$ cat src/rtl/sample_recorder_snare.sv
// sample_recorder_snare: captures MAXCOUNT+1 consecutive audio samples into the
// snare sample RAM (addresses 0..MAXCOUNT) once armed and triggered.
// Optional feature macro: SNARE_REC_THRESH_EN (magnitude trigger in ARMED).
// Ports:
//   clk, reset         clock, async active-high reset
//   arm                one-cycle capture request (accepted only when idle)
//   sample_valid       sample_in carries a new sample this cycle
//   sample_in          signed DATA_W-bit audio sample
//   wr_en/addr/data    registered RAM write port
//   busy               high while armed or recording
//   done               one-cycle pulse with the final write
module sample_recorder_snare #(
    parameter logic [14:0]       MAXCOUNT  = 15'd16481,
    parameter int                DATA_W    = 8,
    parameter logic [DATA_W-1:0] THRESHOLD = 8'd16
) (
    input  logic              clk,
    input  logic              reset,
    input  logic              arm,
    input  logic              sample_valid,
    input  logic [DATA_W-1:0] sample_in,
    output logic              wr_en,
    output logic [14:0]       wr_addr,
    output logic [DATA_W-1:0] wr_data,
    output logic              busy,
    output logic              done
);

    typedef enum logic [1:0] {
        IDLE   = 2'd0,
        ARMED  = 2'd1,
        RECORD = 2'd2,
        DONE   = 2'd3
    } state_t;

    state_t            state_q, state_d;
    logic [14:0]       cnt_q, cnt_d;
    logic              wr_en_q, wr_en_d;
    logic [14:0]       wr_addr_q, wr_addr_d;
    logic [DATA_W-1:0] wr_data_q, wr_data_d;
    logic              trig;

`ifdef SNARE_REC_THRESH_EN
    // One extra bit so |most negative| fits without overflow.
    logic [DATA_W:0] ext;
    logic [DATA_W:0] mag;

    assign ext  = {sample_in[DATA_W-1], sample_in};
    assign mag  = ext[DATA_W] ? (~ext + {{DATA_W{1'b0}}, 1'b1}) : ext;
    assign trig = (mag >= {1'b0, THRESHOLD});
`else
    logic unused_thresh;

    assign unused_thresh = ^THRESHOLD;
    assign trig          = 1'b1;
`endif

    always_ff @(posedge clk or posedge reset) begin
        if (reset) begin
            state_q   <= IDLE;
            cnt_q     <= '0;
            wr_en_q   <= 1'b0;
            wr_addr_q <= '0;
            wr_data_q <= '0;
        end else begin
            state_q   <= state_d;
            cnt_q     <= cnt_d;
            wr_en_q   <= wr_en_d;
            wr_addr_q <= wr_addr_d;
            wr_data_q <= wr_data_d;
        end
    end

    always_comb begin
        state_d   = state_q;
        cnt_d     = cnt_q;
        wr_en_d   = 1'b0;
        wr_addr_d = wr_addr_q;
        wr_data_d = wr_data_q;
        case (state_q)
            IDLE: begin
                if (arm) begin
                    state_d = ARMED;
                    cnt_d   = '0;
                end
            end
            ARMED: begin
                if (sample_valid && trig) begin
                    wr_en_d   = 1'b1;
                    wr_addr_d = '0;
                    wr_data_d = sample_in;
                    if (MAXCOUNT == 15'd0) begin
                        state_d = DONE;
                    end else begin
                        cnt_d   = 15'd1;
                        state_d = RECORD;
                    end
                end
            end
            RECORD: begin
                if (sample_valid) begin
                    wr_en_d   = 1'b1;
                    wr_addr_d = cnt_q;
                    wr_data_d = sample_in;
                    // Counter holds at MAXCOUNT; DONE ends the capture.
                    if (cnt_q == MAXCOUNT) begin
                        state_d = DONE;
                    end else begin
                        cnt_d = cnt_q + 15'd1;
                    end
                end
            end
            DONE: begin
                state_d = IDLE;
            end
            default: begin
                state_d = IDLE;
            end
        endcase
    end

    assign wr_en   = wr_en_q;
    assign wr_addr = wr_addr_q;
    assign wr_data = wr_data_q;
    // The final write lands as the state enters DONE, so done and the
    // last strobe share a cycle and busy falls with them.
    assign busy    = (state_q == ARMED) || (state_q == RECORD);
    assign done    = (state_q == DONE);

endmodule

$ cat config.mk
export PLATFORM = sky130hd
export DESIGN_NAME = sample_recorder_snare
export DESIGN_NICKNAME = d
export VERILOG_FILES = /design/src/rtl/sample_recorder_snare.sv
export SDC_FILE = /design/constraint.sdc
export NUM_CORES = 1
export LEC_CHECK = 0
export CAP_MARGIN = 20
export CORE_ASPECT_RATIO = 0.8
export CORE_MARGIN = 4
export CORE_UTILIZATION = 50
export DETAILED_ROUTE_END_ITERATION = 10
export DONT_BUFFER_PORTS = 1
export HOLD_SLACK_MARGIN = 0.15
export PLACE_DENSITY = 0.68
export SYNTH_ARGS = -nofsm -noshare
export SYNTH_HDL_FRONTEND = slang
export SYNTH_SLANG_ARGS = --single-unit
$ cat constraint.sdc
create_clock -name clk -period 2.23 [get_ports clk]
set_input_delay 0.3345 -clock clk [delete_from_list [all_inputs] [get_ports clk]]
set_output_delay 0.3345 -clock clk [all_outputs]
set_load 0.01 [all_outputs]
# After elaboration in Yosys (flattened, before gate mapping)
# Index checks and enable logic that the tools add are counted.
dict set report word_totals {
  romBits 0
  latch_bits 0
  memories 0
  inputBits 12
  word_cells 39
  ram_bits 0
  ff_bits 41
  out_inout_bits 26
}
dict set report op_classes {
  n_lt_le_gt_ge 0
  n_eq_ne 9
  n_reduce_logical 9
  mul 0
  n_shift 0
  n_addsub 1
  bitwise 0
  div_mod_pow 0
  mux 15
}
# operator n
set ops {}
lappend ops {{15-bit 2-to-1 mux} 6}
lappend ops {{15-bit one-hot mux with 3 select lines} 1}
lappend ops {{15-bit one-hot mux with 2 select lines} 1}
lappend ops {{15-bit by 1-bit adder with 15-bit output (second input constant)} 1}
lappend ops {{15-bit equality test (second input constant)} 1}
lappend ops {{2-bit inequality test (second input constant)} 5}
lappend ops {{2-bit 2-to-1 mux} 4}
lappend ops {{2-bit one-hot mux with 4 select lines} 1}
lappend ops {{5-bit AND reduction} 1}
lappend ops {{2-bit equality test (second input constant)} 2}
lappend ops {{4-bit AND reduction} 1}
lappend ops {{3-bit AND reduction} 1}
lappend ops {{3-bit nonzero test} 1}
lappend ops {{2-bit by 1-bit equality test with 1-bit output (second input constant)} 1}
lappend ops {{2-bit zero test} 1}
lappend ops {{1-bit 2-to-1 mux} 2}
lappend ops {{2-bit AND reduction} 1}
lappend ops {{2-bit nonzero test} 1}
lappend ops {{2-bit OR reduction} 1}
lappend ops {{1-bit logical OR} 1}

# Longest topological paths before layout
# Gate-level depths: netlist of run 1.
dict set report depth {
  ltp_word 4
  ltp_mapped 8
  mapped_depth_nobuf 6
}

# Worst setup path after synthesis of run 1
# OpenSTA, ideal clock, no wires.
dict set report synth_path {
  kind {flip-flop to flip-flop}
  start {register cnt_q[1]}
  end {register state_q[1]}
  t_arrival_ns 2.061
  setup_slack_ns 0.041
  setup_ns 0.128
  stages_incl_launch_ff 7
  synth_period_minus_slack_ns 2.189
  cell_sequence {dfrtp_1 inv_1 ha_1 or4b_4 or4_4 a21oi_2 mux2_1}
}
dict set report synth_via {
  elab_chain_cells 3
}
# element line_no
set synth_rtl {}
lappend synth_rtl {{from (decl)} 37} ;# logic [14:0] cnt_q, cnt_d;
lappend synth_rtl {{from (signal assigned)} 67} ;# cnt_q <= cnt_d;
lappend synth_rtl {{15-bit equality test} 106} ;# if (cnt_q == MAXCOUNT) begin
lappend synth_rtl {{2-bit inequality test (no line)} --}
lappend synth_rtl {{4-bit AND reduction (no line)} --}
lappend synth_rtl {{to (signal assigned)} 66} ;# state_q <= state_d;
lappend synth_rtl {{to (decl)} 36} ;# state_t state_q, state_d;
# No other way between the ends.
# A chain may end at the register's enable or synchronous reset.

# Worst setup path in the final report of run 1
# Same ends and word-level chain as after synthesis.

==> results of run 1 <==
## power by group through the flow
stage                     registers [µW]  logic [µW]  clock network [µW]
after global placement              1010         908                   0
final                               1000        1020                 514
after floorplan                     1000         655                   0
after CTS                           1010         976                 525
after global routing                1020        1130                 552
after detailed placement            1020         950                   0
## stage by stage
stage	cell area, µm²	hold slack, ps	utilization [%]	setup WS (ps)
final	2390	179	62.1	121
after global placement	2210	278	57.3	53.4
after CTS	2330	173	60.5	4.57
after detailed placement	2210	274	57.3	-15.0
after global routing	2390	174	62.1	28.0
after floorplan	2030	485	-	41.0
## cells by family (layout without fill, tap and decap cells)
logic type / Yosys count / count (layout) / synth area share, %
adder cells (fa/ha/maj): 7 / 7 / 4.32
flip-flops: 41 / 41 / 50.6
multiplexers: 9 / 9 / 5.00
AO/OA/AOI/OAI: 59 / 59 / 21.7
AND/OR/NAND/NOR: 45 / 45 / 14.7
buffers and inverters: 17 / 43 / 3.70
## state kept, by name, summed over array words and instances (netlist names)
signal / flops
cnt_q: 15
state_q: 2
wr_addr: 15
wr_data: 8
wr_en: 1
## cell usage after synthesis (all sizes together)
cell	number
a211oi	1
o41ai	4
or2	1
o31ai	14
ha	7
a41oi	1
or4	4
or4b	2
or3	2
o21a	1
and2	4
a22o	15
o32a	1
a21oi	4
a31oi	1
o211ai	6
nor2b	1
nand2b	4
nor4	2
mux2	9
buf	4
nand2	9
nand3	4
and4	2
nand3b	1
and3	3
dfrtp	41
o21ai	10
o22ai	1
nor2	3
clkbuf	7
inv	6
nand4	3
## layout make-up
class                      instances  area, µm²  area share, %
clock buffer                       6       82.6           3.45
clock inverter                     2       13.8          0.575
inverter                           6       22.5          0.940
multi-input combinational        120        945           39.4
sequential                        41       1030           42.8
tap                               55       68.8           2.87
timing repair buffer              29        236           9.87
## worst paths after layout
check / from / to / slack (ps)
setup / recovery: cnt_q[1] / state_q[1] / 120
hold / removal: sample_in[1] / wr_data[1] / 180
setup reg to reg: cnt_q[1] / state_q[1] / 120
hold reg to reg: wr_addr[8] / wr_addr[8] / 570
max in group asynchronous: reset / cnt_q[4] / 1440
min in group asynchronous: reset / wr_addr[11] / 510
## routing by layer
layer,vias to the layer above,part of all wire (%),global-route usage [%]
met5,-,0,0
met4,0,1.5,6.87
met3,10,7.5,5.28
met2,74,47,32.4
met1,790,44,28.3
li1,729,-,-
## critical path, cell delays in order, from the launching register on
cell	delay (ps)
dfrtp_1	380
inv_1	50
ha_1	130
or4b_4	470
or4_4	510
a21oi_4	150
mux2_4	310
## repair_timing
item | CTS | global route
pin swaps | 0 | 3
gates resized for setup | 1 | 3
endpoints found under the setup margin | 1 | 6
setup buffers | 1 | 5
hold endpoints to repair | 41 | 0
hold buffers | 1 | 0
==> metrics.txt, run 1 <==
cts bufs inserted=5; final wirelength=5.06 mm; worst-margin pin slew=589 ps; Hold Path Class=in2reg; Setup crit end kind=register; std cell rows=20; Post-Syn Nets=197; synthesized area=0.00203 mm²; Total GRT Usage=20.8%; DR iter-0 viols=156; post-detail-place hpwl=3.62 mm; fillcell total=346; Pins Over Slew Limit=0; H-tree levels=2; switching share of power=38.4%; Final Skew=5.33 ps; IO Pins=38; Vias=1603; dominant cell type by area after synthesis=dfrtp_1; Cell Count, Final, Fillers Out=259; clock root buffer=clkbuf_8; Setup TNS=0 ps; synthesis-stage register bit count=41; TritonCTS clock tree=yes; vias in the first global route=1518; GPL Wtd Cong=0.910; diode count=0; FMAX=474 MHz; post-synth cell types=43; Setup CP Type=reg2reg; yosys warns=0; remaining antenna violation count after routing=0; DRC Markers=0; RSZ-0062 raised after global routing=no; most frequent cells in the layout=dfrtp_1 (41), buf_4 (26), a22o_1 (14), o31ai_1 (14); WP data required=2420 ps; peak supply drop=0.531 mV; Die Height=65.0 µm; Pleak=0.00109 µW; Synth top area share=50.6%; Final Critical Period=2110 ps; Mapped Cells=178; Max Fanout on Critical Path=2; share of layout cells above drive strength 1=27.9%; pwr dens=1060 mW/mm²; slew margin rel.=60.8%; drt wl/cell=19.6 µm; max-cap check violation count=0; cell-internal power=1570 µW; final setup fails=0; die width=79.2 µm; mean post-synth cell area=11.4 µm²; switching power=976 µW; fin nets=222; clock power share=20.2%; DP Cell Count=244; commonest non-fill, non-tap cell in the layout=dfrtp_1; area added between synthesis and finish=18.1%; largest cells by area after synthesis=dfrtp_1 (51%), a22o_1 (6.0%), o31ai_1 (5.2%); fin crit share=94.6%; Max clock buf depth=2; Core Region=0.00385 mm²; register share of total power=39.5%; vias per inst=6.19; combinational power share=40.3%; drt first pass iters=5; register area share after synthesis=50.6%; initial antenna violation count=0; pin count of the biggest net entering global routing=25; r2r worst-path depth=6; IO Port Bufs=0; hold depth=1; CTS sink cnt=41; Power Total=2540 µW; worst path arrival time=2300 ps; grt ovf=0; Die ar.=0.00514 mm²; clock slew at reported path FFs=80 ps; Initial Util=52.6%; type of origin of the critical path=register; Final Hold Viols=0; clk_lat worst skew=300 ps; status=finished clean; global-route wire length before repair=8.11 mm
No activity file was read; power rests on OpenSTA's default activity.
==> run 2, diff against run 1 <==
ABC_AREA = 1   (was default)
SETUP_SLACK_MARGIN = 0.15   (was default)
==> run 2 against run 1 <==
First-iteration DRC count decreased by 18%. Sequential cell count unchanged. Clock skew is 5.6 ps higher. Hold slack worse by 21 ps. Combinational power down 6%. Highest routed layer unchanged. Critical endpoint is now cnt_q[4]. Setup slack better by 290 ps. Non-clock buffer count down 19. Largest power group is now registers. Critical path depth stayed put. Sequential power about the same. Fmax up 16%. Synthesized cell count up 49%. Final cell count grew 27%.
==> metrics.txt, run 2 <==
share of layout cells above drive strength 1=19.9%; switching power=1090 µW; yosys warns=0; fin nets=291; pwr dens=1040 mW/mm²; drt wl/cell=14.6 µm; dominant cell type by area after synthesis=dfrtp_1; Final Critical Period=1820 ps; Setup crit end kind=register; largest cells by area after synthesis=dfrtp_1 (45%), nand2_1 (11%), o21ai_2 (5.8%); clock power share=23.3%; CP bufs+invs=2; Synth top area share=45.2%; pin count of the biggest net entering global routing=31; remaining antenna violation count after routing=0; Setup CP Type=reg2reg; cell-internal power=1460 µW; grt ovf=0; H-tree levels=2; commonest cells in the netlist=nand2_1 (69), dfrtp_1 (41), o21ai_0 (26), nand3_1 (25), inv_1 (20); post-detail-place hpwl=3.52 mm; vias per inst=5.32; clock slew at reported path FFs=80 ps; IO Pins=38; WP data required=2460 ps; fillcell total=385; most frequent cells in the layout=nand2_1 (69), dfrtp_1 (41), o21ai_0 (26), nand3_1 (25), inv_1 (20); Post-Syn Nets=284; DRC Markers=0; final wirelength=4.82 mm; final setup fails=0; initial antenna violation count=0; Final Skew=10.9 ps; clk_lat worst skew=300 ps; Post-synth EDFFs=0; peak supply drop=0.621 mV; type of origin of the critical path=register; Core Region=0.00428 mm²; Max clock buf depth=2; register area share after synthesis=45.2%; post-route core utilization=57.3%; slowest stage cell, crit path=ha_1; FFs w/ async S/R, synth=100%; GPL Wtd Cong=0.854; std cell rows=21; synthesized area=0.00227 mm²; Pleak=0.00114 µW; TritonCTS clock tree=yes; CTS sink cnt=41; most frequent CP cell=inv_1; IO Port Bufs=0; CP max stage delay=440 ps; die width=83.3 µm; Die Height=68.3 µm; Hold Path Class=in2reg; top-count cell post-synth=nand2_1; Total GRT Usage=18.7%; switching share of power=42.6%; clock root buffer=clkbuf_8; diode count=0; vias in the first global route=1616; DR iter-0 viols=128; register share of total power=39.0%; fin crit share=81.7%; slew margin rel.=72.0%; status=finished clean; Mapped Cells=265; commonest non-fill, non-tap cell in the layout=nand2_1; cts bufs inserted=5; cell family with most CP delay=buffers and inverters; CP Cell Sequence=inv_1 > ha_1 > nand2_1 > inv_1 > o211ai_1 > o21ai_2; combinational power share=37.7%; RSZ-0062 raised after global routing=no; area added between synthesis and finish=8.10%; Final Hold Viols=0; Vias=1749; post-synth cell types=27; drt first pass iters=4; max-cap check violation count=0; worst-margin pin slew=419 ps; mean post-synth cell area=8.56 µm²; Initial Util=53.0%; Pins Over Slew Limit=0; global-route wire length before repair=8.16 mm; Die ar.=0.00569 mm²; Setup TNS=0 ps; Most used DFF post-synth=dfrtp_1; worst path arrival time=2050 ps; Max Fanout on Critical Path=13; synthesis-stage register bit count=41; FMAX=549 MHz
## run 2: cell families (layout without fill, tap and decap cells)
kind of cell / after synthesis / count (layout) / synth area share, %
fa+ha+maj: 7 / 7 / 3.86
buf+inv: 32 / 39 / 7.83
flops: 41 / 41 / 45.2
simple gates: 138 / 138 / 29.3
compound gates: 45 / 45 / 13.1
xor+xnor: 2 / 2 / 0.772
## run 2: area by class of cell
cell class / instances / area (µm²) / share of cell area, %
Multi-Input combinational cell: 192 / 1080 / 43.9
Clock inverter: 2 / 35.0 / 1.43
Tap cell: 57 / 71.3 / 2.91
Inverter: 22 / 82.6 / 3.37
Clock buffer: 5 / 68.8 / 2.80
Sequential cell: 41 / 1030 / 41.8
Timing Repair Buffer: 10 / 92.6 / 3.77
## run 2: worst reg2reg max path: cells and delay by family, from the launching register on
family | cells | cell delay, ps
compound gates | 2 | 370
fa+ha+maj | 1 | 440
buf+inv | 2 | 440
flops | 1 | 410
simple gates | 1 | 110
## run 2: final timing paths
kind	from	to	slack, ps	cells after the start
max	state_q[1]	cnt_q[4]	410	6
min	sample_in[2]	wr_data[2]	160	2
max reg2reg	state_q[1]	cnt_q[4]	410	6
min reg2reg	state_q[0]	state_q[0]	550	2
max in group asynchronous	reset	wr_addr[5]	1430	3
min in group asynchronous	reset	cnt_q[6]	540	3
## run 2: per-stage QoR
| step | setup slack [ps] | cells | hold WS [ps] | total power, µW | instance area, µm² |
|---|---|---|---|---|---|
| after detailed placement | 221 | 314 | 302 | 1910 | 2260 |
| after floorplan | 653 | 265 | 444 | 1920 | 2270 |
| final | 409 | 329 | 158 | 2540 | 2450 |
| after global routing | 238 | 329 | 154 | 2740 | 2450 |
| after CTS | 208 | 328 | 151 | 2520 | 2430 |
| after global placement | 294 | 314 | 283 | 1880 | 2260 |
## run 2: what timing repair did
item	CTS	global route
setup endpoints to repair	0	15
resized for setup	0	2
hold buffers	7	0
buffers inserted	0	1
hold endpoints to repair	47	0
## run 2: metal layers
metal | global-route usage (%) | wire length (µm)
met4 | 7.35 | 79
met5 | 0 | 0
met3 | 5.17 | 273
met1 | 27.6 | 2520
met2 | 25.7 | 1940
## run 2: power by group through the flow
| stage | Combinational (µW) | Clock, µW | Sequential (µW) |
|---|---|---|---|
| final | 958 | 593 | 993 |
| after global routing | 1080 | 644 | 1010 |
| after CTS | 918 | 608 | 994 |
| after detailed placement | 905 | 0 | 1010 |
| after global placement | 879 | 0 | 1000 |
| after floorplan | 938 | 0 | 982 |
==> run 3, diff against run 2 <==
PLACE_DENSITY = default   (was 0.68)
clock period = 1.8 ns   (was 2.23 ns; I/O delays follow)
==> run 3 against run 2 <==
Non-clock buffer count grew 10. Setup slack got worse by 190 ps. First-iteration DRC count down 23%. Count of clock-buffer cells in the layout is the same. Sequential cell count unchanged. Global-route usage is 0.077 points lower. Via count up 4.5%. Register-to-register slack lost 160 ps. Die area did not move. Sequential power is 26% higher. Largest cell class unchanged.
==> metrics.txt, run 3 (synthesized netlist as in run 2, its figures left out) <==
CTS sink cnt=41; CP max stage delay=450 ps; IO Port Bufs=0; remaining antenna violation count after routing=0; Setup TNS=0 ps; RSZ-0062 raised after global routing=no; FMAX=634 MHz; Power Total=3590 µW; std cell rows=21; grt ovf=0; switching share of power=39.4%; worst path arrival time=1310 ps; die width=83.3 µm; IO Pins=38; initial antenna violation count=0; switching power=1410 µW; fillcell total=370; post-detail-place hpwl=3.72 mm; Multi-input gate area=0.00109 mm²; drt wl/cell=15.0 µm; slew margin rel.=74.2%; pin count of the biggest net entering global routing=28; vias in the first global route=1689; WHS=258 ps; WP data required=1530 ps; Setup WS post-layout=222 ps; clock root buffer=clkbuf_8; Die Height=68.3 µm; final setup fails=0; cts bufs inserted=5; max-cap check violation count=0; diode count=0; DRC Markers=0; Pins Over Slew Limit=0; cell-internal power=2170 µW; global-route wire length before repair=8.29 mm; area added between synthesis and finish=15.2%; commonest non-fill, non-tap cell in the layout=nand2_1; pre-CTS setup slack=153 ps; peak supply drop=1.04 mV; Max Fanout on Critical Path=4; slowest stage cell, crit path=dfrtp_2; status=finished clean; sequential cell area=0.00103 mm²; Total GRT Usage=18.6%; clk_lat worst skew=290 ps; Final Critical Period=1580 ps; fin nets=301; Initial Util=53.0%; clock power share=25.1%; H-tree levels=2; Setup crit end kind=primary output; vias per inst=5.38; Final Hold Viols=0; Die ar.=0.00569 mm²; type of origin of the critical path=register; drt first pass iters=4; fin crit share=87.7%; pwr dens=1370 mW/mm²; clock slew at reported path FFs=90 ps; DR iter-0 viols=99; share of layout cells above drive strength 1=24.0%; Max clock buf depth=2; Hold Path Class=in2reg; TritonCTS clock tree=yes; Vias=1828; register share of total power=34.8%; combinational power share=40.1%; most frequent cells in the layout=nand2_1 (69), dfrtp_1 (39), o21ai_0 (26), nand3_1 (25), inv_1 (18); Final Skew=10.3 ps; worst-margin pin slew=387 ps; CP Cell Sequence=inv_2 > ha_2 > buf_4; Setup CP Type=reg2out; Pleak=0.00121 µW; GPL Wtd Cong=0.873; final wirelength=5.09 mm; Core Region=0.00428 mm²
run 3: worst paths after layout:
path / start / to / slack, ps / cells past startpoint
max: state_q[0] / busy / 220 / 3
min: sample_valid / wr_en / 260 / 2
max reg2reg: state_q[0] / cnt_q[12] / 250 / 9
min reg2reg: wr_data[0] / wr_data[0] / 550 / 2
max in group asynchronous: reset / cnt_q[6] / 1020 / 3
min in group asynchronous: reset / wr_en / 450 / 3
run 3: routing by layer:
layer | vias up | part of all wire [%] | global-route usage (%)
met4 | 0 | 0.88 | 4.29
met2 | 50 | 48 | 30.5
met3 | 8 | 5.6 | 4.69
met1 | 873 | 45 | 25.2
met5 | - | 0 | 0
li1 | 897 | - | -
run 3: power by group through the flow:
stage	Clock, µW	Combinational, µW	Sequential, µW
3_5_place_dp	0	1370	1250
2_1_floorplan	0	1160	1220
6_report	899	1440	1250
4_1_cts	909	1400	1230
5_1_grt	956	1600	1270
3_3_place_gp	0	1360	1250
run 3: final cells by class:
class / count / area share, %
tap: 57 / 2.73
clock inverter: 3 / 2.63
sequential: 41 / 39.3
timing repair buffer: 20 / 7.66
clock buffer: 5 / 2.63
inverter: 22 / 3.16
multi-input combinational: 192 / 41.8
run 3: metrics by stage:
stage | utilization (%) | instance area (µm²) | std cells
floorplan | - | 2270 | 265
global placement | 54.8 | 2350 | 322
detailed placement | 54.8 | 2350 | 322
CTS | 60.4 | 2590 | 340
global route | 61.0 | 2610 | 340
finish | 61.0 | 2610 | 340
run 3: what timing repair did:
action / in CTS / in global routing
cloned: 0 / 0
hold endpoints to repair: 53 / 0
setup endpoints to repair: 9 / 19
hold buffers: 10 / 0
gates resized for setup: 1 / 8
buffers inserted: 0 / 0
run 3: critical path: cells and delay by family, from the launching register on:
| family | cells | cell delay (ps) |
|---|---|---|
| fa+ha+maj | 1 | 310 |
| buf+inv | 2 | 270 |
| flops | 1 | 450 |
